==> config.mk <==
export PLATFORM = sky130hd
export DESIGN_NAME = bg_scroll_ctrl
export DESIGN_NICKNAME = d
export VERILOG_FILES = /design/src/rtl/bg_scroll_ctrl.sv
export SDC_FILE = /design/constraint.sdc
export NUM_CORES = 1
export LEC_CHECK = 0
export CAP_MARGIN = 20
export CORE_ASPECT_RATIO = 0.9
export CORE_MARGIN = 1
export CORE_UTILIZATION = 42
export CTS_CLUSTER_DIAMETER = 150
export DETAILED_ROUTE_END_ITERATION = 16
export GPL_TIMING_DRIVEN = 0
export MAX_ROUTING_LAYER = met4
export PLACE_DENSITY = 0.83
export RECOVER_POWER = 100
export SYNTH_ARGS = -nofsm -noshare
export SYNTH_HDL_FRONTEND = slang
export SYNTH_SLANG_ARGS = --single-unit
==> constraint.sdc <==
create_clock -name clk -period 4.9 [get_ports clk]
set_input_delay 1.47 -clock clk [delete_from_list [all_inputs] [get_ports clk]]
set_output_delay 1.47 -clock clk [all_outputs]
set_load 0.01 [all_outputs]
==> src/rtl/bg_scroll_ctrl.sv <==
// bg_scroll_ctrl: maps VGA pixel coordinates onto the 4x-scaled 128x128
// background ROM with a horizontal scroll offset. The offset advances once per
// frame on the vblank edge. Video flags are delayed to line up with ROM color.
module bg_scroll_ctrl #(
    parameter int H_ACTIVE    = 640,
    parameter int V_ACTIVE    = 480,
    parameter int SCALE_SHIFT = 2,
    parameter int ROM_LAT     = 2,
    parameter int SPEED_W     = 4
) (
    input  logic               clk,
    input  logic               reset,
    input  logic [9:0]         pixel_x,
    input  logic [9:0]         pixel_y,
    input  logic               video_on_in,
    input  logic               hsync_in,
    input  logic               vsync_in,
    input  logic               start,
    input  logic               pause_tog,
    input  logic               stop,
    input  logic [SPEED_W-1:0] speed,
    output logic [6:0]         rom_x,
    output logic [6:0]         rom_y,
    output logic               rom_en,
    output logic               video_on_out,
    output logic               hsync_out,
    output logic               vsync_out,
    output logic [6:0]         scroll_pos,
    output logic               frame_tick
);

    localparam int ACC_W = 7 + SPEED_W;
    localparam int DLY   = 1 + ROM_LAT;

    localparam logic [1:0] ST_IDLE  = 2'd0;
    localparam logic [1:0] ST_RUN   = 2'd1;
    localparam logic [1:0] ST_PAUSE = 2'd2;

    localparam logic [9:0] V_ACT_L = 10'(V_ACTIVE);

    logic [1:0]       state_q, state_d;
    logic [ACC_W-1:0] acc_q, acc_d;
    logic [6:0]       rom_x_q, rom_x_d;
    logic [6:0]       rom_y_q, rom_y_d;
    logic             rom_en_q, rom_en_d;
    logic             frame_tick_q;
    logic [DLY-1:0]   von_q, hs_q, vs_q;
    logic             vblank_edge;

    assign vblank_edge = (pixel_y == V_ACT_L) && (pixel_x == '0);
    assign scroll_pos  = acc_q[ACC_W-1:SPEED_W];

    // Game control FSM: stop beats start beats pause_tog.
    always_comb begin
        state_d = state_q;
        if (stop) begin
            state_d = ST_IDLE;
        end else begin
            case (state_q)
                ST_IDLE:  if (start)     state_d = ST_RUN;
                ST_RUN:   if (pause_tog) state_d = ST_PAUSE;
                ST_PAUSE: if (pause_tog) state_d = ST_RUN;
                default:                 state_d = ST_IDLE;
            endcase
        end
    end

    // Scroll accumulator: cleared by stop, advanced only on the vblank edge
    // while running (pre-transition state), wrapping modulo 2^ACC_W.
    always_comb begin
        acc_d = acc_q;
        if (stop) begin
            acc_d = '0;
        end else if (vblank_edge && (state_q == ST_RUN)) begin
            acc_d = acc_q + ACC_W'(speed);
        end
    end

    // Coordinate map; the pipeline keeps flowing through hblank so the first
    // pixel of each line is fresh, and rom_en only drops in vblank.
    always_comb begin
        rom_x_d  = 7'(pixel_x >> SCALE_SHIFT) + scroll_pos;
        rom_y_d  = 7'(pixel_y >> SCALE_SHIFT);
        rom_en_d = (pixel_y < V_ACT_L);
    end

    // Control state and scroll accumulator registers.
    always_ff @(posedge clk or posedge reset) begin
        if (reset) begin
            state_q <= ST_IDLE;
            acc_q   <= '0;
        end else begin
            state_q <= state_d;
            acc_q   <= acc_d;
        end
    end

    // ROM address/enable registers and the registered frame tick.
    always_ff @(posedge clk or posedge reset) begin
        if (reset) begin
            rom_x_q      <= '0;
            rom_y_q      <= '0;
            rom_en_q     <= 1'b0;
            frame_tick_q <= 1'b0;
        end else begin
            rom_x_q      <= rom_x_d;
            rom_y_q      <= rom_y_d;
            rom_en_q     <= rom_en_d;
            frame_tick_q <= vblank_edge;
        end
    end

    // Delay lines matching address register plus ROM latency.
    always_ff @(posedge clk or posedge reset) begin
        if (reset) begin
            von_q <= '0;
            hs_q  <= '0;
            vs_q  <= '0;
        end else begin
            von_q <= {von_q[DLY-2:0], video_on_in};
            hs_q  <= {hs_q[DLY-2:0], hsync_in};
            vs_q  <= {vs_q[DLY-2:0], vsync_in};
        end
    end

    assign rom_x        = rom_x_q;
    assign rom_y        = rom_y_q;
    assign rom_en       = rom_en_q;
    assign frame_tick   = frame_tick_q;
    assign video_on_out = von_q[DLY-1];
    assign hsync_out    = hs_q[DLY-1];
    assign vsync_out    = vs_q[DLY-1];

endmodule

==> summary.md, run 1 <==
| Metric | Value |
|---|---|
| Post-synthesis sequential area ratio | `50.13%` |
| Most frequent cells after synthesis | `38 x dfrtp_1, 10 x a21oi_1, 10 x ha_1` |
| Clock insertion delay at the later pin of the skew report | `290 ps` |
| Clock buffer depth | `2` |
| Delay of the slowest critical-path stage | `710 ps` |
| Die X-Extent | `72.84 um` |
| Final Wtd Congestion | `0.7741` |
| GRT overflow | `0` |
| Type of the worst min-delay path | `flop to flop` |
| Most used flip-flop cell after synthesis | `dfrtp_1` |
| Number of inserted filler cells in the final layout | `361` |
| Cell area after synthesis | `1897 sq um` |
| Fraction of final layout cells with drive strength greater than 1 | `9.910%` |
| Average wire per standard cell | `14.16 um` |
| Max FO, Critical Path | `4` |
| I/O pin count | `58` |
| Average footprint of a synthesized cell | `12.08 sq um` |
| Final cycle utilization of the critical path | `73.15%` |
| First-pass GRT wire length | `6.617 mm` |
| Most instantiated library cell after synthesis | `dfrtp_1` |
| CTS tree | `built` |
| Worst R2R Start | `acc_q[4]` |
| Largest net degree at the start of global routing | `21` |
| FFs w/ async S/R, synth | `100.0%` |
| Initial antenna violation count | `0` |
| Final Hold Slack | `349.6 ps` |
| Beginning of the critical path | `pixel_y[2]` |
| Post-CTS setup buffer count | `0` |
| Detailed-route DRC error count | `0` |
| Number of synthesized register bits | `38` |
| Number of clock sinks | `38` |
| Max IR drop VDD | `102.8 uV` |
| Standard cell core area | `4212 sq um` |
| Hold Crit Depth | `0` |
| Critical path launch point type | `primary input` |
| Clock Tree Root | `clkbuf_8` |
| Iteration-0 DRC Markers | `62` |
| Clock-pin slew on the worst setup and hold paths | `80 ps` |
| Total power of the final layout | `622.1 uW` |
| Highest metal layer used by the detailed router | `met4` |
| Crit-path cells | `dlygate4sd3_1 -> nor4_1 -> o211ai_1 -> or4_1 -> a21oi_1` |
| Number of instances resized during post-cts repair | `0` |
| Rows | `22` |
| Result of the run | `complete, no violations` |
| Total length of routed wires | `3.993 mm` |
| Starting Density | `45.04%` |
| DRT Pass-1 Iters | `4` |
| Setup slack, reg-to-reg | `2860 ps` |
| Area of all placed cells without fillers | `2603 sq um` |
| Gate Count Post-Synth | `157` |
| Count of antenna diodes in the layout | `0` |
| Total leakage power | `1.170 nW` |
| Category of cells accounting for the largest share of critical-path delay | `simple AND/OR/NAND/NOR gates` |
| Post-Route M1 WL | `1.779 mm` |
| Post-synth EDFFs | `0` |
| Setup TNS after final layout | `0 ps` |
| Via Count | `1,462` |
| Worst path arrival time | `3800 ps` |
| Number of cells on the worst reg-to-reg path | `6` |
| CTS H-tree lvls | `2` |
| Source of the worst hold timing path | `hs_q[1]` |
| Met2 Routed Length | `1.823 mm` |
| Worst flop-to-flop path endpoint | `rom_x[6]` |
| Max Clock Skew | `6.602 ps` |
| Total CTS buffers | `5` |
| Max frequency | `279.0 MHz` |
| Area contributors post-synth | `dfrtp_1 50%, ha_1 6.6%, nor4_4 3.4%` |
| Required time reported for the critical path endpoint | `5120 ps` |
| Crit. End Element | `flop` |
| Max-cap violation count | `0` |
| Final hold violation count | `0` |
| Min cycle time layout | `3584 ps` |
| Pin slew with the least headroom to its limit | `1066 ps` |
| Crit path max-delay cell type | `nor4_1` |
| Via count of the first global-routing pass | `1,405` |
| Die Y | `65.76 um` |
| Number of failing setup endpoints in the final timing report | `0` |
| Port Buf Inserts | `56` |
| Hold_buf cts | `0` |
| Area Growth Syn to Fin | `37.20%` |
| Count of warnings emitted by yosys | `0` |
| Unrepaired setup endpoints after global routing | `no` |
| Top-area cell type share of the netlist area | `50.13%` |
| Final Slew Violations | `0` |
| Vias per inst | `5.184` |
| Total global routing track utilization | `19.10%` |
| ANT nets after route | `0` |
| Area of the die | `4790 sq um` |
| Worst Hold Path EP | `hs_q[2]` |
| Nets | `265` |
| WP buf/inv | `1` |
| Routed met3 length | `301 um` |
| Placed standard-cell area | `2560 sq um` |
| Tightest slew margin relative to the limit | `28.95%` |
| Library cell with the largest summed area after synthesis | `dfrtp_1` |
| Yosys cell types | `45` |
| Net count after synthesis | `201` |
| Post-DP HPWL | `3.129 mm` |
| Setup CP Type | `primary input to flop` |
| Power density over cell area | `239.0 nW/um^2` |
## cell usage in the layout (no fill, tap or decap), drive strengths merged, types with 2 or more instances in the layout
cell type and instances:
o31ai 3, nor2b 6, a2111oi 2, nand2 3, nor2 7, dlygate4sd3 38, clkdlybuf4s50 18, nor4 5
dfrtp 38, clkbuf 10, nand4 5, a21o 3, fa 2, xor2 3, and4 2, nor4b 2
or4 2, a21oi 10, mux2 5, nand3 2, or4b 2, buf 7, and4b 2, inv 4
o21ai 5, a31oi 2, and2 4, nor3 6, xnor2 2, ha 10
## layout make-up
type / count / area, sq um / area share, %
Clock buffer: 6 / 82.58 / 3.173
Timing Repair Buffer: 57 / 564.3 / 21.68
Sequential cell: 38 / 950.9 / 36.54
Buffer: 10 / 71.32 / 2.740
Inverter: 4 / 15.01 / 0.5769
Clock inverter: 2 / 12.51 / 0.4808
Multi-Input combinational cell: 105 / 830.8 / 31.92
Tap cell: 60 / 75.07 / 2.885
## routing by layer
layer  track usage (%)  vias up
li1                  -      702
met1             23.80      684
met4             7.108        0
met2             29.79       64
met3             5.215       12
met5                 -        -
## cell families (layout without fill, tap and decap cells)
logic type               Yosys count  after routing  share of synthesized area [%]
AO/OA/AOI/OAI                     32             32                          10.88
XOR/XNOR                           5              5                          2.309
adder cells (fa/ha/maj)           12             12                          8.707
buffers and inverters             14             79                          4.551
flip-flops                        38             38                          50.13
multiplexers                       5              5                          2.968
AND/OR/NAND/NOR                   51             51                          20.45
## state kept, by name, indices dropped and copies added, names as in the netlist
register    count
acc_q          11
rom_x           7
von_q           3
vs_q            3
state_q         2
frame_tick      1
hs_q            3
rom_y           7
rom_en          1
## worst max-delay path by stage
stage / endpoint / cells past startpoint
final: acc_q[8] / 5
after global routing: acc_q[8] / 5
after CTS: rom_x[6] / 7
after detailed placement: rom_x[6] / 7
after global placement: rom_x[6] / 7
after floorplan: acc_q[4] / 6
## power by group
part | internal, mW | switching [mW]
Sequential | 0.325 | 0.00324
Combinational | 0.0384 | 0.0342
Clock | 0.113 | 0.109
Total | 0.476 | 0.146
## per-stage QoR
stage,std cells,utilization [%],setup WS (ps)
after floorplan,157,-,1993
after global placement,273,60.13,1382
after detailed placement,274,60.78,1336
after CTS,282,63.04,1647
after global routing,282,61.79,1190
final,282,61.79,1316
No activity file was read; power rests on OpenSTA's default activity.
==> inputs of run 2 (changes only) <==
--- a/config.mk
+++ b/config.mk
@@ -13,7 +13,7 @@
 export DETAILED_ROUTE_END_ITERATION = 16
 export GPL_TIMING_DRIVEN = 0
 export MAX_ROUTING_LAYER = met4
-export PLACE_DENSITY = 0.83
+export PLACE_DENSITY = 0.86
 export RECOVER_POWER = 100
 export SYNTH_ARGS = -nofsm -noshare
 export SYNTH_HDL_FRONTEND = slang
==> constraint.sdc (replaced) <==
create_clock -name clk -period 2.9 [get_ports clk]
set_input_delay 0.87 -clock clk [delete_from_list [all_inputs] [get_ports clk]]
set_output_delay 0.87 -clock clk [all_outputs]
set_load 0.01 [all_outputs]
==> run 2 against run 1 <==
Effect of this change: global-route usage fell by 0.050 points; non-clock buffer count unchanged; power up 96%; setup slack got worse by 1100 ps; sequential power up 69%; register-to-register slack worse by 2000 ps; sequential share of layout area shrank 1.0 points; utilization increased by 1.8 points; via count increased by 0.68%; die area stayed put; final area increased by 2.9%; critical path depth is 2 higher; largest cell class unchanged; largest power group unchanged.
==> summary.md, run 2 (same netlist as run 1, synthesis figures left out) <==
| Metric | Value |
|---|---|
| Count of antenna diodes in the layout | `0 (unchanged)` |
| Min cycle time layout | `2692 ps` |
| Rows | `22 (unchanged)` |
| Proportion of power drawn by combinational gates | `10.2% (-1.5 points)` |
| Power density over cell area | `456.1 nW/um^2 (+91%)` |
| Hold Crit Depth | `0 (unchanged)` |
| Total CTS buffers | `5 (unchanged)` |
| Source of the worst hold timing path | `von_q[0]` |
| Total global routing track utilization | `19.05% (-0.050 points)` |
| Hold_buf cts | `0 (unchanged)` |
| DRT Pass-1 Iters | `4 (unchanged)` |
| Final Slew Violations | `0 (unchanged)` |
| Standard cell core area | `4212 sq um (unchanged)` |
| Required time reported for the critical path endpoint | `3120 ps (-2000 ps)` |
| First-pass GRT wire length | `6.651 mm (+0.51%)` |
| Iteration-0 DRC Markers | `94 (+52%)` |
| Detailed-route DRC error count | `0 (unchanged)` |
| Clock-pin slew on the worst setup and hold paths | `90 ps (about the same)` |
| Initial antenna violation count | `0 (unchanged)` |
| Final Wtd Congestion | `0.8593 (+11%)` |
| Post-CTS setup buffer count | `0 (unchanged)` |
| Share of total power in sequential cells | `45.4% (-7.3 points)` |
| I/O pin count | `58 (unchanged)` |
| Area of all placed cells without fillers | `2678 sq um (+2.9%)` |
| CTS H-tree lvls | `2 (unchanged)` |
| Max frequency | `371.5 MHz` |
| Number of cells on the worst reg-to-reg path | `6 (unchanged)` |
| CTS tree | `built` |
| Tightest slew margin relative to the limit | `30.21% (+1.3 points)` |
| Flip-flop count of the largest register, all copies and words added | `11 (unchanged)` |
| GRT overflow | `0 (unchanged)` |
| Die X-Extent | `72.84 um (unchanged)` |
| Starting Density | `45.04% (unchanged)` |
| Max Clock Skew | `13.35 ps (+6.751 ps)` |
| Global routing usage on met2 | `30.14% (+0.35 points)` |
| Placed standard-cell area | `2560 sq um (unchanged)` |
| Grt peak-use layer | `met2` |
| Fraction of final layout cells with drive strength greater than 1 | `11.26% (+1.4 points)` |
| Area of the die | `4790 sq um (unchanged)` |
| Clock insertion delay at the later pin of the skew report | `300 ps (about the same)` |
| Pin slew with the least headroom to its limit | `1047 ps (-18.98 ps)` |
| Crit-path cells | `dlygate4sd3_1 -> ha_1 -> fa_1 -> and3_1 -> o211ai_1 -> or4_1 -> a21oi_1` |
| Crit path max-delay cell type | `dlygate4sd3_1` |
| Result of the run | `complete, no violations` |
| Final cycle utilization of the critical path | `92.81%` |
| Leading cell type in the layout, fill and taps excluded | `dlygate4sd3_1` |
| Area Growth Syn to Fin | `41.16%` |
| Final hold violation count | `0 (unchanged)` |
| Post-DP HPWL | `2.909 mm (-7.0%)` |
| Switch share | `21.45% (-2.0 points)` |
| Max FO, Critical Path | `4 (unchanged)` |
| Setup slack, reg-to-reg | `840 ps (-2020 ps)` |
| Number of clock sinks | `38 (unchanged)` |
| Average wire per standard cell | `14.10 um (-0.43%)` |
| Clk network pwr share | `44.3% (+8.7 points)` |
| Via Count | `1,472 (+0.68%)` |
| Number of instances resized during post-cts repair | `0 (unchanged)` |
| Max-cap violation count | `0 (unchanged)` |
| Vias per inst | `5.220 (+0.68%)` |
| Worst flop-to-flop path endpoint | `rom_x[6]` |
| Total leakage power | `1.205 nW (+3.0%)` |
| Most frequent cells in the layout | `39 x dlygate4sd3_1, 38 x dfrtp_1, 17 x clkdlybuf4s50_1, 10 x a21oi_1, 10 x ha_1` |
| Clock buffer depth | `2 (unchanged)` |
| Die Y | `65.76 um (unchanged)` |
| Critical path launch point type | `primary input` |
| Worst R2R Start | `acc_q[4]` |
| Via count of the first global-routing pass | `1,398 (-0.50%)` |
| Crit. End Element | `flop` |
| Max IR drop VDD | `227.0 uV (+120%)` |
| Setup CP Type | `primary input to flop` |
| Port Buf Inserts | `56 (unchanged)` |
| Delay of the slowest critical-path stage | `550 ps (-160 ps)` |
| Worst Hold Path EP | `von_q[1]` |
| Type of the worst min-delay path | `flop to flop` |
| Met1 usage in global routing | `24.28% (+0.48 points)` |
| Unrepaired setup endpoints after global routing | `no` |
| Nets | `265 (unchanged)` |
| Number of failing setup endpoints in the final timing report | `0 (unchanged)` |
| Worst path arrival time | `2910 ps (-890 ps)` |
| Largest net degree at the start of global routing | `24 (+14%)` |
| Setup TNS after final layout | `0 ps (unchanged)` |
| Largest register by flop count | `acc_q` |
| ANT nets after route | `0 (unchanged)` |
| Clock Tree Root | `clkbuf_8` |
| Internal | `959.2 uW (+100%)` |
| GRT met3 Usage | `4.448% (-0.77 points)` |
| Switching power of the nets | `262.0 uW (+79%)` |
| Total length of routed wires | `3.976 mm (-0.43%)` |
==> run 2: layout make-up <==
type / instances / area (sq um)
Multi-Input combinational cell: 105 / 854.6
Tap cell: 60 / 75.07
Sequential cell: 38 / 950.9
Timing Repair Buffer: 57 / 573.1
Inverter: 4 / 15.01
Clock buffer: 5 / 68.82
Clock inverter: 3 / 68.82
Fill cell: 325 / 1534
Buffer: 10 / 71.32
==> run 2: worst max-delay path by stage <==
stage                     from  endpoint  slack, ps
CTS                 pixel_x[2]  rom_x[6]        240
finish                speed[0]  acc_q[8]        210
global placement    pixel_x[2]  rom_x[6]        -20
floorplan             speed[0]  acc_q[4]        590
detailed placement  pixel_x[2]  rom_x[6]        -50
global route             reset  rom_y[0]         80
==> run 2: per-stage QoR <==
step | hold WS, ps | setup WS (ps) | power, mW | util (%) | instances
2_1_floorplan | 331.2 | 593.5 | 0.6109 | - | 157
3_3_place_gp | 334.0 | -23.30 | 0.6956 | 60.13 | 273
3_5_place_dp | 334.7 | -45.66 | 0.7038 | 60.78 | 274
4_1_cts | 351.8 | 240.2 | 1.244 | 64.05 | 282
5_1_grt | 356.2 | 78.94 | 1.271 | 63.58 | 282
6_report | 348.8 | 208.5 | 1.221 | 63.58 | 282
==> run 2: power by group through the flow <==
stage / clock (mW) / combinational, mW / sequential, mW
floorplan: 0 / 0.0386 / 0.572
global placement: 0 / 0.130 / 0.565
detailed placement: 0 / 0.138 / 0.566
CTS: 0.549 / 0.139 / 0.555
global route: 0.578 / 0.136 / 0.557
finish: 0.542 / 0.125 / 0.555
==> run 2: critical path: cells and delay by family <==
kind,cells,cell delay [ps]
AND/OR/NAND/NOR,2,710
buffers and inverters,1,550
adder cells (fa/ha/maj),2,450
AO/OA/AOI/OAI,2,340
==> run 2: metal layers <==
layer	up-vias	part of all wire, %
met5	-	0
met4	0	0.91
met3	4	6.7
met2	69	46
met1	690	47
li1	709	-
==> inputs of run 3 (changes only) <==
--- a/config.mk
+++ b/config.mk
@@ -11,8 +11,6 @@
 export CORE_UTILIZATION = 42
 export CTS_CLUSTER_DIAMETER = 150
 export DETAILED_ROUTE_END_ITERATION = 16
-export GPL_TIMING_DRIVEN = 0
-export MAX_ROUTING_LAYER = met4
 export PLACE_DENSITY = 0.86
 export RECOVER_POWER = 100
 export SYNTH_ARGS = -nofsm -noshare
==> run 3 against run 2 <==
Effect of this change: largest cell class unchanged; flip-flop and latch count did not move; clock skew down 3.9 ps; critical path depth fell by 2; register-to-register slack better by 90 ps; global-route usage fell by 0.76 points; combinational power hardly changed; power shrank 0.12%; critical path type unchanged.
==> summary.md, run 3 (same netlist as run 1, synthesis figures left out) <==
| Metric | Value |
|---|---|
| Max-cap violation count | `0 (unchanged)` |
| First-pass GRT wire length | `6.382 mm (-4.0%)` |
| Total power of the final layout | `1.220 mW (-0.12%)` |
| Tightest slew margin relative to the limit | `39.19% (+9.0 points)` |
| Final instance count without filler cells | `275 (-2.5%)` |
| Worst R2R Start | `acc_q[4]` |
| Vias per inst | `5.349 (+2.5%)` |
| GRT overflow | `0 (unchanged)` |
| CTS H-tree lvls | `2 (unchanged)` |
| Die Y | `65.76 um (unchanged)` |
| Port Buf Inserts | `57 (+1.8%)` |
| Fraction of final layout cells with drive strength greater than 1 | `8.372% (-2.9 points)` |
| Result of the run | `complete, no violations` |
| Final cycle utilization of the critical path | `94.64% (+1.8 points)` |
| Starting Density | `45.04% (unchanged)` |
| Max Clock Skew | `9.421 ps (-3.932 ps)` |
| Most frequent cells in the layout | `39 x dlygate4sd3_1, 38 x dfrtp_1, 18 x clkdlybuf4s50_1, 10 x a21oi_1, 10 x ha_1` |
| Type of the worst min-delay path | `flop to flop` |
| Total CTS buffers | `5 (unchanged)` |
| Total leakage power | `1.167 nW (-3.2%)` |
| Number of cells in the design after placement | `267 (-2.6%)` |
| Post-DP HPWL | `2.964 mm (+1.9%)` |
| Area of all placed cells without fillers | `2615 sq um (-2.3%)` |
| Number of inserted filler cells in the final layout | `323 (-0.62%)` |
| Leading cell type in the layout, fill and taps excluded | `dlygate4sd3_1` |
| Die X-Extent | `72.84 um (unchanged)` |
| Largest register by flop count | `acc_q` |
| Setup slack, reg-to-reg | `930 ps (+90 ps)` |
| Source of the worst hold timing path | `vs_q[0]` |
| Number of instances resized during post-cts repair | `0 (unchanged)` |
| ANT nets after route | `0 (unchanged)` |
| Detailed-route DRC error count | `0 (unchanged)` |
| Max frequency | `364.4 MHz (-1.9%)` |
| Clock Tree Root | `clkbuf_8` |
| Unrepaired setup endpoints after global routing | `no` |
| Rows | `22 (unchanged)` |
| Power density over cell area | `466.5 nW/um^2 (+2.3%)` |
| DRT Pass-1 Iters | `4 (unchanged)` |
| Via count of the first global-routing pass | `1,376 (-1.6%)` |
| Pin slew with the least headroom to its limit | `912.1 ps (-134.7 ps)` |
| Number of clock sinks | `38 (unchanged)` |
| Required time reported for the critical path endpoint | `3090 ps (-30 ps)` |
| Number of cells on the worst reg-to-reg path | `6 (unchanged)` |
| Via Count | `1,471 (-0.068%)` |
| Post-CTS setup buffer count | `0 (unchanged)` |
| Setup CP Type | `primary input to flop` |
| Area of the die | `4790 sq um (unchanged)` |
| Average wire per standard cell | `14.18 um (+0.56%)` |
| Hold Crit Depth | `0 (unchanged)` |
| I/O pin count | `58 (unchanged)` |
| Worst Hold Path EP | `vs_q[1]` |
| Number of failing setup endpoints in the final timing report | `0 (unchanged)` |
| Nets | `258 (-2.6%)` |
| Min cycle time layout | `2745 ps (+53.04 ps)` |
| Final Slew Violations | `0 (unchanged)` |
| Final Wtd Congestion | `0.8148 (-5.2%)` |
| Crit. End Element | `flop` |
| Clock buffer depth | `2 (unchanged)` |
| Worst path arrival time | `2930 ps (+20 ps)` |
| Count of antenna diodes in the layout | `0 (unchanged)` |
| Total length of routed wires | `3.899 mm (-1.9%)` |
| Worst flop-to-flop path endpoint | `rom_x[6]` |
| Iteration-0 DRC Markers | `93 (-1.1%)` |
| Area Growth Syn to Fin | `37.86%` |
| Max IR drop VDD | `187.4 uV (-17%)` |
| Initial antenna violation count | `0 (unchanged)` |
| Placed standard-cell area | `2494 sq um (-2.6%)` |
| Clock-pin slew on the worst setup and hold paths | `80 ps (about the same)` |
| Hold_buf cts | `0 (unchanged)` |
| Max FO, Critical Path | `12 (+8)` |
| Total global routing track utilization | `18.29% (-0.76 points)` |
| CTS tree | `built` |
| Standard cell core area | `4212 sq um (unchanged)` |
| Flip-flop count of the largest register, all copies and words added | `11 (unchanged)` |
| Largest net degree at the start of global routing | `39 (+63%)` |
| Final hold violation count | `0 (unchanged)` |
| Critical path launch point type | `primary input` |
| Clock insertion delay at the later pin of the skew report | `300 ps (about the same)` |
run 3: how the worst max path moves through the flow:
stage | cells after the start | startpoint | endpoint | slack [ps]
2_1_floorplan | 6 | speed[0] | acc_q[4] | 590
3_3_place_gp | 5 | pixel_x[3] | acc_q[7] | 9
3_5_place_dp | 5 | pixel_x[3] | acc_q[7] | -50
4_1_cts | 5 | pixel_x[3] | acc_q[7] | 270
5_1_grt | 7 | pixel_x[2] | rom_x[6] | 40
6_report | 5 | pixel_x[3] | acc_q[5] | 160
run 3: layout make-up:
class	count	area, sq um	area share (%)
Sequential cell	38	950.9	36.36
Multi-Input combinational cell	105	845.8	32.34
Timing Repair Buffer	60	590.6	22.58
Tap cell	60	75.07	2.871
Clock buffer	5	68.82	2.632
Clock inverter	3	68.82	2.632
Inverter	4	15.01	0.5742
run 3: critical path, cell delays in order:
cell and delay [ps]:
dlygate4sd3_1 630, nor4_4 310, nand4_2 290, nor4b_1 470, mux2_1 360
run 3: per-layer routing:
layer	track usage [%]	up-vias	routed length, um
met5	0	-	0
met3	5.521	9	250
met4	7.353	0	75
met1	23.65	702	1828
li1	-	699	-
met2	28.62	61	1745
run 3: stage by stage:
| stage | hold slack [ps] | setup TNS, ps | worst slack, ps | util (%) |
|---|---|---|---|---|
| after floorplan | 331.2 | 0 | 593.5 | - |
| after global placement | 333.3 | 0 | 8.637 | 59.21 |
| after detailed placement | 334.7 | -69.74 | -45.41 | 59.21 |
| after CTS | 352.0 | 0 | 267.1 | 62.48 |
| after global routing | 366.5 | 0 | 42.67 | 62.09 |
| final | 350.5 | 0 | 155.4 | 62.09 |
run 3: power breakdown:
part / total, mW / internal [mW] / switching (mW) / leakage [nW]
combinational: 0.125 / 0.0665 / 0.0583 / 0.624
sequential: 0.554 / 0.549 / 0.00573 / 0.474
clock: 0.541 / 0.345 / 0.196 / 0.0683
total: 1.22 / 0.960 / 0.260 / 1.17
